$ cat config.mk
export PLATFORM = sky130hd
export DESIGN_NAME = serial_mag_comp
export DESIGN_NICKNAME = d
export VERILOG_FILES = /design/src/rtl/serial_mag_comp_pkg.sv /design/src/rtl/serial_mag_comp_comp_bit.sv /design/src/rtl/serial_mag_comp.sv
export SDC_FILE = /design/constraint.sdc
export NUM_CORES = 1
export LEC_CHECK = 0
export ABC_CLOCK_PERIOD_IN_PS = 4100
export BUFFER_PORTS_ARGS = -buffer_cell sky130_fd_sc_hd__buf_2
export CORE_MARGIN = 2
export CORE_UTILIZATION = 53
export CTS_BUF_LIST = sky130_fd_sc_hd__clkbuf_8
export CTS_CLUSTER_DIAMETER = 120
export DETAILED_ROUTE_END_ITERATION = 6
export PLACE_DENSITY = 0.75
export SYNTH_ARGS = -nofsm -noshare
export SYNTH_HDL_FRONTEND = slang
export SYNTH_SLANG_ARGS = --single-unit
$ cat constraint.sdc
create_clock -name clk -period 4.1 [get_ports clk]
set_input_delay 0.82 -clock clk [delete_from_list [all_inputs] [get_ports clk]]
set_output_delay 0.82 -clock clk [all_outputs]
set_load 0.1 [all_outputs]
$ cat src/rtl/serial_mag_comp_pkg.sv
// Shared types and helpers for the serial magnitude comparator.
//   state_t   : FSM encoding (IDLE, CMP, DONE)
//   idx_width : bit width of the MSB-first bit index for a given operand width
package serial_mag_comp_pkg;

    typedef enum logic [1:0] {
        IDLE = 2'd0,
        CMP  = 2'd1,
        DONE = 2'd2
    } state_t;

    // Index register width; a 1-bit index still needs one bit.
    function automatic int unsigned idx_width(input int unsigned width);
        return (width > 1) ? $clog2(width) : 1;
    endfunction

endpackage

$ cat src/rtl/serial_mag_comp_comp_bit.sv
// Combinational single-bit unsigned compare; exactly one output is high.
//   x, y : input bits
//   eq   : x == y
//   gt   : x > y
//   lt   : x < y
module comp_bit (
    input  logic x,
    input  logic y,
    output logic eq,
    output logic gt,
    output logic lt
);

    assign eq = ~(x ^ y);
    assign gt = x & ~y;
    assign lt = ~x & y;

endmodule

$ cat src/rtl/serial_mag_comp.sv
// Bit-serial unsigned magnitude comparator, MSB first, one bit per clock,
// stopping at the first differing bit.
//   clk, rst       : clock, synchronous active-high reset
//   start          : compare request, sampled when not busy
//   a, b           : operands, captured on the accepted start
//   busy           : compare in progress
//   done           : one-cycle pulse, flags freshly updated
//   equal/greater/lower : one-hot result of the last completed compare
module serial_mag_comp
    import serial_mag_comp_pkg::*;
#(
    parameter int unsigned WIDTH = 8
) (
    input  logic             clk,
    input  logic             rst,
    input  logic             start,
    input  logic [WIDTH-1:0] a,
    input  logic [WIDTH-1:0] b,
    output logic             busy,
    output logic             done,
    output logic             equal,
    output logic             greater,
    output logic             lower
);

    localparam int unsigned     IW      = idx_width(WIDTH);
    localparam logic [IW-1:0]   IDX_MAX = IW'(WIDTH - 1);

    state_t           state_q, state_d;
    logic [IW-1:0]    idx_q, idx_d;
    logic [WIDTH-1:0] a_q, a_d;
    logic [WIDTH-1:0] b_q, b_d;
    logic             busy_d, done_d, equal_d, greater_d, lower_d;
    logic             bit_eq, bit_gt, bit_lt;

    // Single shared bit comparator, fed by the currently indexed operand bits.
    comp_bit u_comp_bit (
        .x  (a_q[idx_q]),
        .y  (b_q[idx_q]),
        .eq (bit_eq),
        .gt (bit_gt),
        .lt (bit_lt)
    );

    // Next-state and next-output logic; flags hold unless a compare completes.
    always_comb begin
        state_d   = state_q;
        idx_d     = idx_q;
        a_d       = a_q;
        b_d       = b_q;
        busy_d    = busy;
        done_d    = 1'b0;
        equal_d   = equal;
        greater_d = greater;
        lower_d   = lower;

        case (state_q)
            IDLE, DONE: begin
                busy_d = 1'b0;
                if (start) begin
                    state_d = CMP;
                    a_d     = a;
                    b_d     = b;
                    idx_d   = IDX_MAX;
                    busy_d  = 1'b1;
                end else begin
                    state_d = IDLE;
                end
            end
            CMP: begin
                if (!bit_eq) begin
                    state_d   = DONE;
                    busy_d    = 1'b0;
                    done_d    = 1'b1;
                    equal_d   = 1'b0;
                    greater_d = bit_gt;
                    lower_d   = bit_lt;
                end else if (idx_q == '0) begin
                    state_d   = DONE;
                    busy_d    = 1'b0;
                    done_d    = 1'b1;
                    equal_d   = 1'b1;
                    greater_d = 1'b0;
                    lower_d   = 1'b0;
                end else begin
                    idx_d = idx_q - IW'(1);
                end
            end
            default: begin
                state_d = IDLE;
                busy_d  = 1'b0;
            end
        endcase
    end

    // State, operand, index and output registers.
    always_ff @(posedge clk) begin
        if (rst) begin
            state_q <= IDLE;
            idx_q   <= IDX_MAX;
            a_q     <= '0;
            b_q     <= '0;
            busy    <= 1'b0;
            done    <= 1'b0;
            equal   <= 1'b0;
            greater <= 1'b0;
            lower   <= 1'b0;
        end else begin
            state_q <= state_d;
            idx_q   <= idx_d;
            a_q     <= a_d;
            b_q     <= b_d;
            busy    <= busy_d;
            done    <= done_d;
            equal   <= equal_d;
            greater <= greater_d;
            lower   <= lower_d;
        end
    end

endmodule

# Word-level counts from Yosys, hierarchy flattened
# Cells that the tools add are included.
dict set report op_classes {
  n_eq_ne 6
  add_sub_neg 1
  order_cmp 1
  bitwise_logic 6
  reduce_logical 9
  mux 22
}
# op count
set ops {}
lappend ops {{$mux 1} 12}
lappend ops {{$mux 3} 3}
lappend ops {{$bmux 1 s3} 2}
lappend ops {{$ne 2x2->1 const B} 3}
lappend ops {{$pmux 3 s2} 1}
lappend ops {{$lt 3x4->1 const B} 1}
lappend ops {{$mux 2} 2}
lappend ops {{$pmux 2 s2} 1}
lappend ops {{$reduce_and 2->1} 2}
lappend ops {{$reduce_and 4->1} 1}
lappend ops {{$reduce_bool 2->1} 2}
lappend ops {{$reduce_or 2->1} 2}
lappend ops {{$logic_not 3->1} 1}
lappend ops {{$ne 3x3->1 const B} 1}
lappend ops {{$not 1->1} 3}
lappend ops {{$sub 3x1->3 const B} 1}
lappend ops {{$and 1x1->1} 2}
lappend ops {{$eq 2x1->1 const B} 1}
lappend ops {{$eq 2x2->1 const B} 1}
lappend ops {{$logic_not 2->1} 1}
lappend ops {{$pmux 1 s2} 1}
lappend ops {{$xor 1x1->1} 1}
dict set report word_totals {
  wordCells 54
  reg_bits 26
  inputBits 19
}

# Depth between registers and ports, before layout
# Gate-level depths: netlist of the first run.
dict set report depth {
  depth_word 5
  mapped_depth 7
  ltp_nobuf 6
}

# Hierarchy
# A second synthesis of the first run with hierarchy kept.
dict set report hier_totals {
  hier_cells 127
  area_unflattened_um2 1126.1
}
# mod cells_per_inst seq_area_each_um2 area_each_um2 n_inst
set by_module_without_submodules {}
lappend by_module_without_submodules {serial_mag_comp 123 520.5 1093.5 1}
lappend by_module_without_submodules {comp_bit 4 0.0 32.5 1}

# Least setup slack after synthesis of the first run
# No wires, ideal clock.
dict set report synth_timing {
  kind {flip-flop to flip-flop}
  startpoint {register idx_q[0]}
  endpoint {register greater}
  t_required_ns 4.028
  stages_incl_launch_ff 8
  setup_slack_ns 2.104
  arrival_ns 1.924
  setup_time_ns 0.072
  path_cell_list {dfxtp_1 > buf_6 > mux4_2 > mux2i_1 > inv_1 > ha_1 > a21oi_1 > mux2i_1}
}
dict set report synth_via {
  elab_chain_cells 5
  word_cells_on_any_way 11
  cone_classes {mux: 5; bitwise: 3; reduce/logical: 3}
}
# element line
set synth_lines {}
lappend synth_lines {{start, declared} serial_mag_comp.sv:30} ;# logic [IW-1:0] idx_q, idx_d;
lappend synth_lines {{start signal, assigned} serial_mag_comp.sv:110} ;# idx_q <= idx_d;
lappend synth_lines {{$bmux 1 s3, on equally long branches} {serial_mag_comp.sv:38, serial_mag_comp.sv:39}}
lappend synth_lines {{$mux 1, on equally long branches} {serial_mag_comp.sv:38, serial_mag_comp.sv:39}}
lappend synth_lines {{$xor 1x1->1 / $not 1->1 (equally long branches)} {serial_mag_comp_comp_bit.sv:14, serial_mag_comp_comp_bit.sv:15}}
lappend synth_lines {{$reduce_bool 2->1 (no line) / $and 1x1->1 (equally long branches)} --}
lappend synth_lines {{$reduce_and 2->1 (no line) / $mux 1 (equally long branches)} --}
lappend synth_lines {{end signal, assigned} serial_mag_comp.sv:116} ;# greater <= greater_d;
lappend synth_lines {{end, declared} serial_mag_comp.sv:22} ;# output logic greater,
# Parallel ways exist; a longest one is shown, timed or not. The select of a mux whose other input is x is not followed.
# A chain may end at the register's enable or synchronous reset.

# Worst setup path in the final report of the first run
dict set report layout_timing {
  startpoint {register idx_q[0]}
  endpoint {register lower}
}
dict set report layout_via {
  elab_chain_cells 5
  word_cells_on_any_way 11
  cone_classes {mux: 5; bitwise: 3; reduce/logical: 3}
}
# element line
set layout_lines {}
lappend layout_lines {{$bmux 1 s3, on equally long branches} {serial_mag_comp.sv:38, serial_mag_comp.sv:39}}
lappend layout_lines {{$mux 1, on equally long branches} {serial_mag_comp.sv:38, serial_mag_comp.sv:39}}
lappend layout_lines {{$xor 1x1->1 / $not 1->1 (equally long branches)} {serial_mag_comp_comp_bit.sv:14, serial_mag_comp_comp_bit.sv:16}}
lappend layout_lines {{$reduce_bool 2->1 (no line) / $and 1x1->1 (equally long branches)} --}
lappend layout_lines {{$reduce_and 2->1 (no line) / $mux 1 (equally long branches)} --}
lappend layout_lines {{end signal, assigned} serial_mag_comp.sv:117} ;# lower <= lower_d;
lappend layout_lines {{end, declared} serial_mag_comp.sv:23} ;# output logic lower
# Parallel ways exist; a longest one is shown, timed or not. The select of a mux whose other input is x is not followed.

==> flow_summary.toml, run 1 <==
[timing]
hold_viol = 0
tns_ps = 0
max_freq_mhz = 446.3
grt_setup_unrepaired = "false"
slew_headroom_pct = 59.42
holdWs_ps = 458.8
min_period_ps = 2240
worst_pin_slew_ps = 608.6
finClkSkew_ps = 1.204
worst_slack_ps = 1860
fin_crit_sh_pct = 54.65
slew_violations = 0
setup_viol = 0

[place]
place_area_um2 = 1255
place.gp.congestion = 0.7721
hpwl_um = 1445
preCtsSetupSlack_ps = 1825
portBuffers = 23
post-place-cells = 170

[floorplan]
die_width_um = 50.40
coreArea_um2 = 2002
ioPinCount = 24
placement_rows = 16
die-area_um2 = 2540
start_util_pct = 57.00
die_h_um = 50.40

[layout]
area_growth_pct = 13.60
multiInputGateArea_um2 = 563.0
register_area_um2 = 520.5
fin_area_um2 = 1296
mostFrequentLayoutCells = "nand2_1 (32), dfxtp_1 (26), buf_2 (23)"
drive_above_1_share_pct = 21.92
fin_util_pct = 64.75
fillCellCount = 183
nNetsFinal = 171
final_common_cell = "nand2_1"
antennaDiodeCount = 0
instances_no_fill = 173

[min_path]
holdCritPathClass = "reg2reg"
worstHoldStart = "a_q[0]"
worst_hold_path.endpoint = "a_q[0]"
worstHoldPathCells = 2

[synth]
synth-seq-cells = 26
ys_seq_area_share_pct = 45.61
netlist_area_um2 = 1141
post_synth.cell_area_avg_um2 = 8.985
synthCells = 127
syn_nets = 150
synthFlopType = "dfxtp_1"
synth_warnings = 0
synth_edf_count = 0
synthArstFlopShare_pct = 0
ys_types = 19

[worst_setup_path]
r2r_slack_ps = 1860
crit_required_ps = 4300
reg2reg_depth = 6
critPathLaunchType = "flip-flop"
worst-path-max-fanout = 6
crit_type = "reg2reg"
worstPathArrival_ps = 2440
reg2reg_to = "lower"
critPathCaptureType = "flip-flop"
critical_path.most_common_cell = "mux2i_1"
cpPeakStageDelay_ps = 530
r2r_start = "idx_q[0]"
crit_slowest_cell = "mux4_2"
crit_chain = "mux4_2 > mux2i_1 > inv_1 > ha_1 > a21oi_1 > mux2i_1"

[routing]
first_pass_iters = 4
wl_per_cell_um = 11.41
ant_nets = 0
wl_um = 1974
first_iter_violations = 9
drc_errors = 0
vias_per_cell = 5.069
vias = 877

[power_and_ir_drop]
p_leak_nw = 0.5950
ir_drop_mv = 0.2795
p_per_area_nw_per_um2 = 377.4
internal-power_mw = 0.3632
p_sw_share_pct = 25.75
combPwrFrac_pct = 15.2
p_total_mw = 0.4891
p_sw_mw = 0.1259
pwr-share-seq_pct = 56.5
p_clk_share_pct = 28.3

[outcome]
status = "complete, no violations"

[clock_network]
cts.sinks = 26
htree_levels = 1
clk_pin_slew_ps = 80
root_buffer = "clkbuf_8"
post_cts_resize_count = 0
cts_setup_buffers = 0
clkLatencyLatePin_ps = 260
holdBufCountCts = 0
cts_buffer_depth = 2
cts_tree = "built"
cts_buffers = 3

[grt]
grt_max_degree = 32
grt_pass1_wl_um = 3477
grtUsageTotal_pct = 18.23
antenna_found_initial = 0
first_global_vias = 819
gr-total-overflow = 0

[flow_run]
drv_cap = 0
==> cell families (layout without fill, tap and decap cells) <==
kind of cell / count (synthesis) / count (layout) / share of synthesized area (%)
adder cells (fa/ha/maj): 4 / 4 / 4.386
multiplexers: 11 / 11 / 14.04
flip-flops: 26 / 26 / 45.61
AO/OA/AOI/OAI: 20 / 20 / 9.210
buffers and inverters: 12 / 31 / 5.043
AND/OR/NAND/NOR: 54 / 54 / 21.71
==> registers in the layout, summed over array words and instances (netlist names) <==
name     flops
a_q          8
b_q          8
idx_q        3
state_q      2
busy         1
done         1
equal        1
greater      1
lower        1
==> synthesized netlist by cell type (all sizes together), types with 2 or more instances <==
library cell  number  area [um2]
clkbuf             2       7.510
nor2               2       7.510
buf                6       35.03
mux4               4       90.09
nand4              2       12.51
nor3               4       20.02
mux2i              7       70.07
inv                4       15.01
ha                 4       50.05
a21oi             19       95.09
nand2             32       120.1
nor2b              5       31.28
dfxtp             26       520.5
nand2b             7       43.79
==> power groups by stage <==
stage          combinational, mW  sequential, mW  clock [mW]
2_1_floorplan             0.0534           0.287           0
3_3_place_gp              0.0734           0.282           0
3_5_place_dp              0.0749           0.282           0
4_1_cts                   0.0751           0.276       0.142
5_1_grt                   0.0836           0.278       0.151
6_report                  0.0745           0.276       0.138
==> worst max-delay path by stage <==
stage | start | end | slack [ps] | depth (start not counted)
after floorplan | idx_q[0] | greater | 2100 | 7
after global placement | idx_q[0] | greater | 1940 | 6
after detailed placement | idx_q[0] | lower | 1820 | 6
after CTS | idx_q[0] | lower | 1810 | 6
after global routing | idx_q[0] | lower | 1650 | 6
final | idx_q[0] | lower | 1860 | 6
==> layout make-up <==
cell class	instances	area share, %
inverter	4	1.158
multi-input combinational	89	43.44
clock buffer	3	3.185
timing repair buffer	24	9.460
tap	27	2.606
sequential	26	40.15
==> per-layer routing <==
metal	GRT usage [%]	wire [um]	vias up	part of all wire (%)
li1	-	-	460	-
met1	20.61	856	396	43
met2	31.58	1011	17	51
met3	4.167	70	4	3.5
met4	9.910	35	0	1.8
met5	0	0	-	0
==> worst max-delay path: cells and delay by family, from the launching register on <==
family	cells	cell delay, ps
compound gates	1	330
fa+ha+maj	1	330
buf+inv	1	60
flops	1	490
mux	3	950
No activity file was read; power rests on OpenSTA's default activity.
==> run 2: changes to the inputs <==
ABC_CLOCK_PERIOD_IN_PS = 2000   (was 4100)
CORE_UTILIZATION = 50   (was 53)
PLACE_DENSITY = 0.74   (was 0.75)
clock period = 2 ns   (was 4.1 ns; I/O delays follow)
==> run 2 against run 1 <==
Utilization fell by 1.6 points. Sequential cell count is the same. Routed wire length rose by 6.6%. Critical endpoint is now idx_q[2]. Largest cell class unchanged. First-iteration DRC count is 11% lower.
==> flow_summary.toml, run 2 (synthesized netlist as in run 1, its figures left out) <==
[outcome]
status = "complete, no violations"

[worst_setup_path]
crit_type = "reg2reg"
critPathLaunchType = "flip-flop"
critPathCaptureType = "flip-flop"
worst-path-max-fanout = 5
worstPathArrival_ps = 2060
crit_required_ps = 2160

[place]
place.gp.congestion = 0.7326
portBuffers = 23
hpwl_um = 1539
place_area_um2 = 1286
post-place-cells = 175

[grt]
top_usage_layer = "met2"
antenna_found_initial = 0
use_met1_pct = 23.68
grtUsageMet3_pct = 2.586
grt_pass1_wl_um = 3760
grtUsageTotal_pct = 18.84
grt_max_degree = 32
first_global_vias = 888
grt_use_met2_pct = 32.26
gr-total-overflow = 0

[timing]
max_freq_mhz = 523.7
finClkSkew_ps = 5.301
worst_pin_slew_ps = 644.1
slew_violations = 0
grt_setup_unrepaired = "true"
min_period_ps = 1909
fin_crit_sh_pct = 95.47
setup_viol = 0
slew_headroom_pct = 57.06
hold_viol = 0

[floorplan]
die_h_um = 51.77
die_width_um = 51.77
start_util_pct = 52.08
placement_rows = 17
coreArea_um2 = 2191
ioPinCount = 24
die-area_um2 = 2680

[routing]
first_pass_iters = 4
wl_per_cell_um = 11.62
first_iter_violations = 8
ant_nets = 0
vias_per_cell = 5.044
wl_um = 2104
drc_errors = 0
vias = 913

[power_and_ir_drop]
ir_drop_mv = 0.5222
p_total_mw = 1.082
p_leak_nw = 0.6178
p_per_area_nw_per_um2 = 781.8

[layout]
fin_area_um2 = 1384
instances_no_fill = 181
reg_top3 = "a_q (8), b_q (8), idx_q (3)"
drive_above_1_share_pct = 28.76
nNetsFinal = 177
mostFrequentLayoutCells = "nand2_1 (32), dfxtp_1 (25), buf_2 (23)"
fillCellCount = 188
antennaDiodeCount = 0
final_common_cell = "nand2_1"
area_growth_pct = 21.27

[clock_network]
cts.sinks = 26
cts_buffer_depth = 2
clk_pin_slew_ps = 90
root_buffer = "clkbuf_8"
clkLatencyLatePin_ps = 270
cts_tree = "built"
cts_buffers = 3
htree_levels = 1

[min_path]
holdCritPathClass = "in2reg"

[flow_run]
drv_cap = 0
[run 2: cell types whose count changed in the layout (fill, tap and decap cells not counted)]
| cell | delta |
|---|---|
| dfxtp_1 | -1 |
| a21oi_1 | -1 |
| ha_1 | -1 |
| buf_4 | +6 |
| a21oi_2 | +1 |
| ha_4 | +1 |
| dfxtp_4 | +1 |
| mux2i_2 | +2 |
| clkbuf_8 | +1 |
| mux2i_1 | -2 |
[run 2: metal layers]
layer  up-vias  share of wire (%)
li1        474                  -
met1       422                 45
met2        15                 51
met3         2                3.1
met4         0                1.1
met5         -                  0
[run 2: timing repair]
item	CTS	global route
resized for setup	3	3
gates cloned	0	0
setup buffers	1	1
endpoints found under the setup margin	10	8
hold buffers	0	0
[run 2: final timing paths]
path	end	cells after the start	slack (ps)	start
setup / recovery	idx_q[2]	7	90	idx_q[0]
hold / removal	b_q[4]	3	360	b[4]
setup reg to reg	idx_q[2]	7	90	idx_q[0]
hold reg to reg	a_q[1]	2	460	a_q[1]
[run 2: power breakdown]
part           total, mW  internal, mW  switching (mW)
clock              0.335         0.176           0.159
combinational      0.181        0.0824          0.0987
sequential         0.566         0.547          0.0192
total               1.08         0.805           0.277
[run 2: area by class of cell]
| type | count | area, um2 | share of cell area (%) |
|---|---|---|---|
| multi-input cells | 89 | 586.8 | 42.40 |
| flip-flops and latches | 26 | 524.3 | 37.88 |
| repair buffers | 30 | 167.7 | 12.12 |
| clock buffers | 4 | 55.05 | 3.978 |
| well taps | 28 | 35.03 | 2.532 |
| inverters | 4 | 15.01 | 1.085 |
[run 2: worst max-delay path, stage by stage (launching register included)]
cell,delay [ps]
dfxtp_4,400
mux4_2,510
mux2i_2,180
inv_1,100
ha_4,280
buf_4,110
nand4_1,90
mux2i_1,140
[run 2: metrics by stage]
stage | setup TNS (ps) | setup slack [ps] | hold slack (ps) | util, %
after floorplan | 0 | 4.058 | 433.1 | -
after global placement | -92.46 | -41.04 | 446.6 | 58.71
after detailed placement | -672.7 | -130.2 | 452.2 | 58.71
after CTS | 0 | 15.35 | 351.2 | 61.91
after global routing | -12.15 | -10.88 | 354.4 | 63.16
final | 0 | 90.59 | 357.0 | 63.16
==> run 3: changes to the inputs <==
SETUP_SLACK_MARGIN = 0.3   (was default)
==> run 3 against run 2 <==
Clock-buffer cell count decreased by 1. Global-route usage up 0.12 points. First-iteration DRC count shrank 38%. Routed wire length up 9.0%. Die area stayed put. Cell count shrank 1.1%. Sequential share of layout area down 0.84 points. Sequential power is essentially flat. Critical path depth is 1 lower. Combinational power rose by 4%. Via count up 1.9%. Clock skew increased by 4.2 ps. Critical path type unchanged. Critical endpoint is now greater. Largest power group unchanged. Highest routed layer unchanged.
==> flow_summary.toml, run 3 (synthesized netlist as in run 1, its figures left out) <==
[place]
place_area_um2 = 1299
hpwl_um = 1536
post-place-cells = 171
place.gp.congestion = 0.7589
preCtsSetupSlack_ps = 52.64
portBuffers = 23

[layout]
drive_above_1_share_pct = 29.14
fin_area_um2 = 1415
antennaDiodeCount = 0
nNetsFinal = 175
area_growth_pct = 24.01
fin_util_pct = 64.59
fillCellCount = 186
final_common_cell = "nand2_1"
register_area_um2 = 524.3
mostFrequentLayoutCells = "nand2_1 (32), dfxtp_1 (25), buf_2 (23)"
instances_no_fill = 179
reg_top3 = "a_q (8), b_q (8), idx_q (3)"
multiInputGateArea_um2 = 616.8

[floorplan]
start_util_pct = 52.08
placement_rows = 17
die_h_um = 51.77
ioPinCount = 24
coreArea_um2 = 2191
die-area_um2 = 2680
die_width_um = 51.77

[clock_network]
clk_pin_slew_ps = 100
holdBufCountCts = 0
cts_buffer_depth = 2
cts_tree = "built"
clkLatencyLatePin_ps = 270
root_buffer = "clkbuf_8"
cts_buffers = 3
htree_levels = 1
cts.sinks = 26

[worst_setup_path]
worst-path-max-fanout = 6
crit_required_ps = 2210
critPathCaptureType = "flip-flop"
worstPathArrival_ps = 2130
critPathLaunchType = "flip-flop"
crit_type = "reg2reg"

[flow_run]
drv_cap = 0

[outcome]
status = "complete, no violations"

[routing]
ant_nets = 0
wl_per_cell_um = 12.82
wl_um = 2294
first_pass_iters = 4
vias_per_cell = 5.196
vias = 930
first_iter_violations = 5
drc_errors = 0

[grt]
first_global_vias = 871
grtUsageTotal_pct = 18.95
gr-total-overflow = 0
antenna_found_initial = 0
grt_max_degree = 32
grt_pass1_wl_um = 3719

[power_and_ir_drop]
p_sw_share_pct = 24.66
p_leak_nw = 0.6163
combPwrFrac_pct = 15.8
p_sw_mw = 0.2938
internal-power_mw = 0.8977
pwr-share-seq_pct = 47.6
p_clk_share_pct = 36.6
p_total_mw = 1.192
ir_drop_mv = 0.4680
p_per_area_nw_per_um2 = 842.0

[timing]
setup_viol = 0
grt_setup_unrepaired = "true"
finClkSkew_ps = 9.549
worst_pin_slew_ps = 643.0
slew_headroom_pct = 57.13
min_period_ps = 1920
fin_crit_sh_pct = 95.98
slew_violations = 0
holdWs_ps = 348.8
hold_viol = 0
worst_slack_ps = 80.34
max_freq_mhz = 520.9
tns_ps = 0

[min_path]
holdCritPathClass = "in2reg"
## run 3: cell types whose count changed in the layout (fill, tap and decap cells not counted), sizes merged
cell / delta
buf: -2
clkbuf: -1
bufinv: +1
## run 3: final cells by class
type | count | area share, %
timing repair buffer | 28 | 10.79
clock buffer | 3 | 2.918
inverter | 4 | 1.061
tap | 28 | 2.476
sequential | 26 | 37.05
multi-input combinational | 89 | 43.59
clock inverter | 1 | 2.122
## run 3: power by group through the flow
stage | combinational (mW) | clock, mW | sequential, mW
finish | 0.188 | 0.437 | 0.567
global route | 0.207 | 0.463 | 0.572
CTS | 0.183 | 0.438 | 0.567
detailed placement | 0.173 | 0 | 0.579
global placement | 0.167 | 0 | 0.578
floorplan | 0.125 | 0 | 0.589
## run 3: routing by layer
| layer | global-route usage (%) | part of all wire, % | up-vias |
|---|---|---|---|
| li1 | - | - | 469 |
| met1 | 22.26 | 43 | 439 |
| met2 | 33.76 | 52 | 17 |
| met3 | 3.448 | 3.5 | 5 |
| met4 | 7.895 | 1.5 | 0 |
| met5 | 0 | 0 | - |
## run 3: path summary, 6_finish.rpt
check            from  endpoint  slack (ps)  cells past startpoint
max          idx_q[0]   greater          80                      6
min              a[3]    a_q[3]         350                      3
max reg2reg  idx_q[0]   greater          80                      6
min reg2reg    a_q[1]    a_q[1]         460                      2
## run 3: repair_timing
item	in CTS	in global routing
pin swaps	1	1
resized for setup	1	3
buffers inserted	4	0
setup endpoints to repair	10	10
## run 3: critical path, cell delays in order (launching register included)
cell     delay (ps)
dfxtp_4         410
mux4_2          540
mux2i_4         180
inv_2            70
ha_4            240
a21oi_4         190
mux2i_1         210
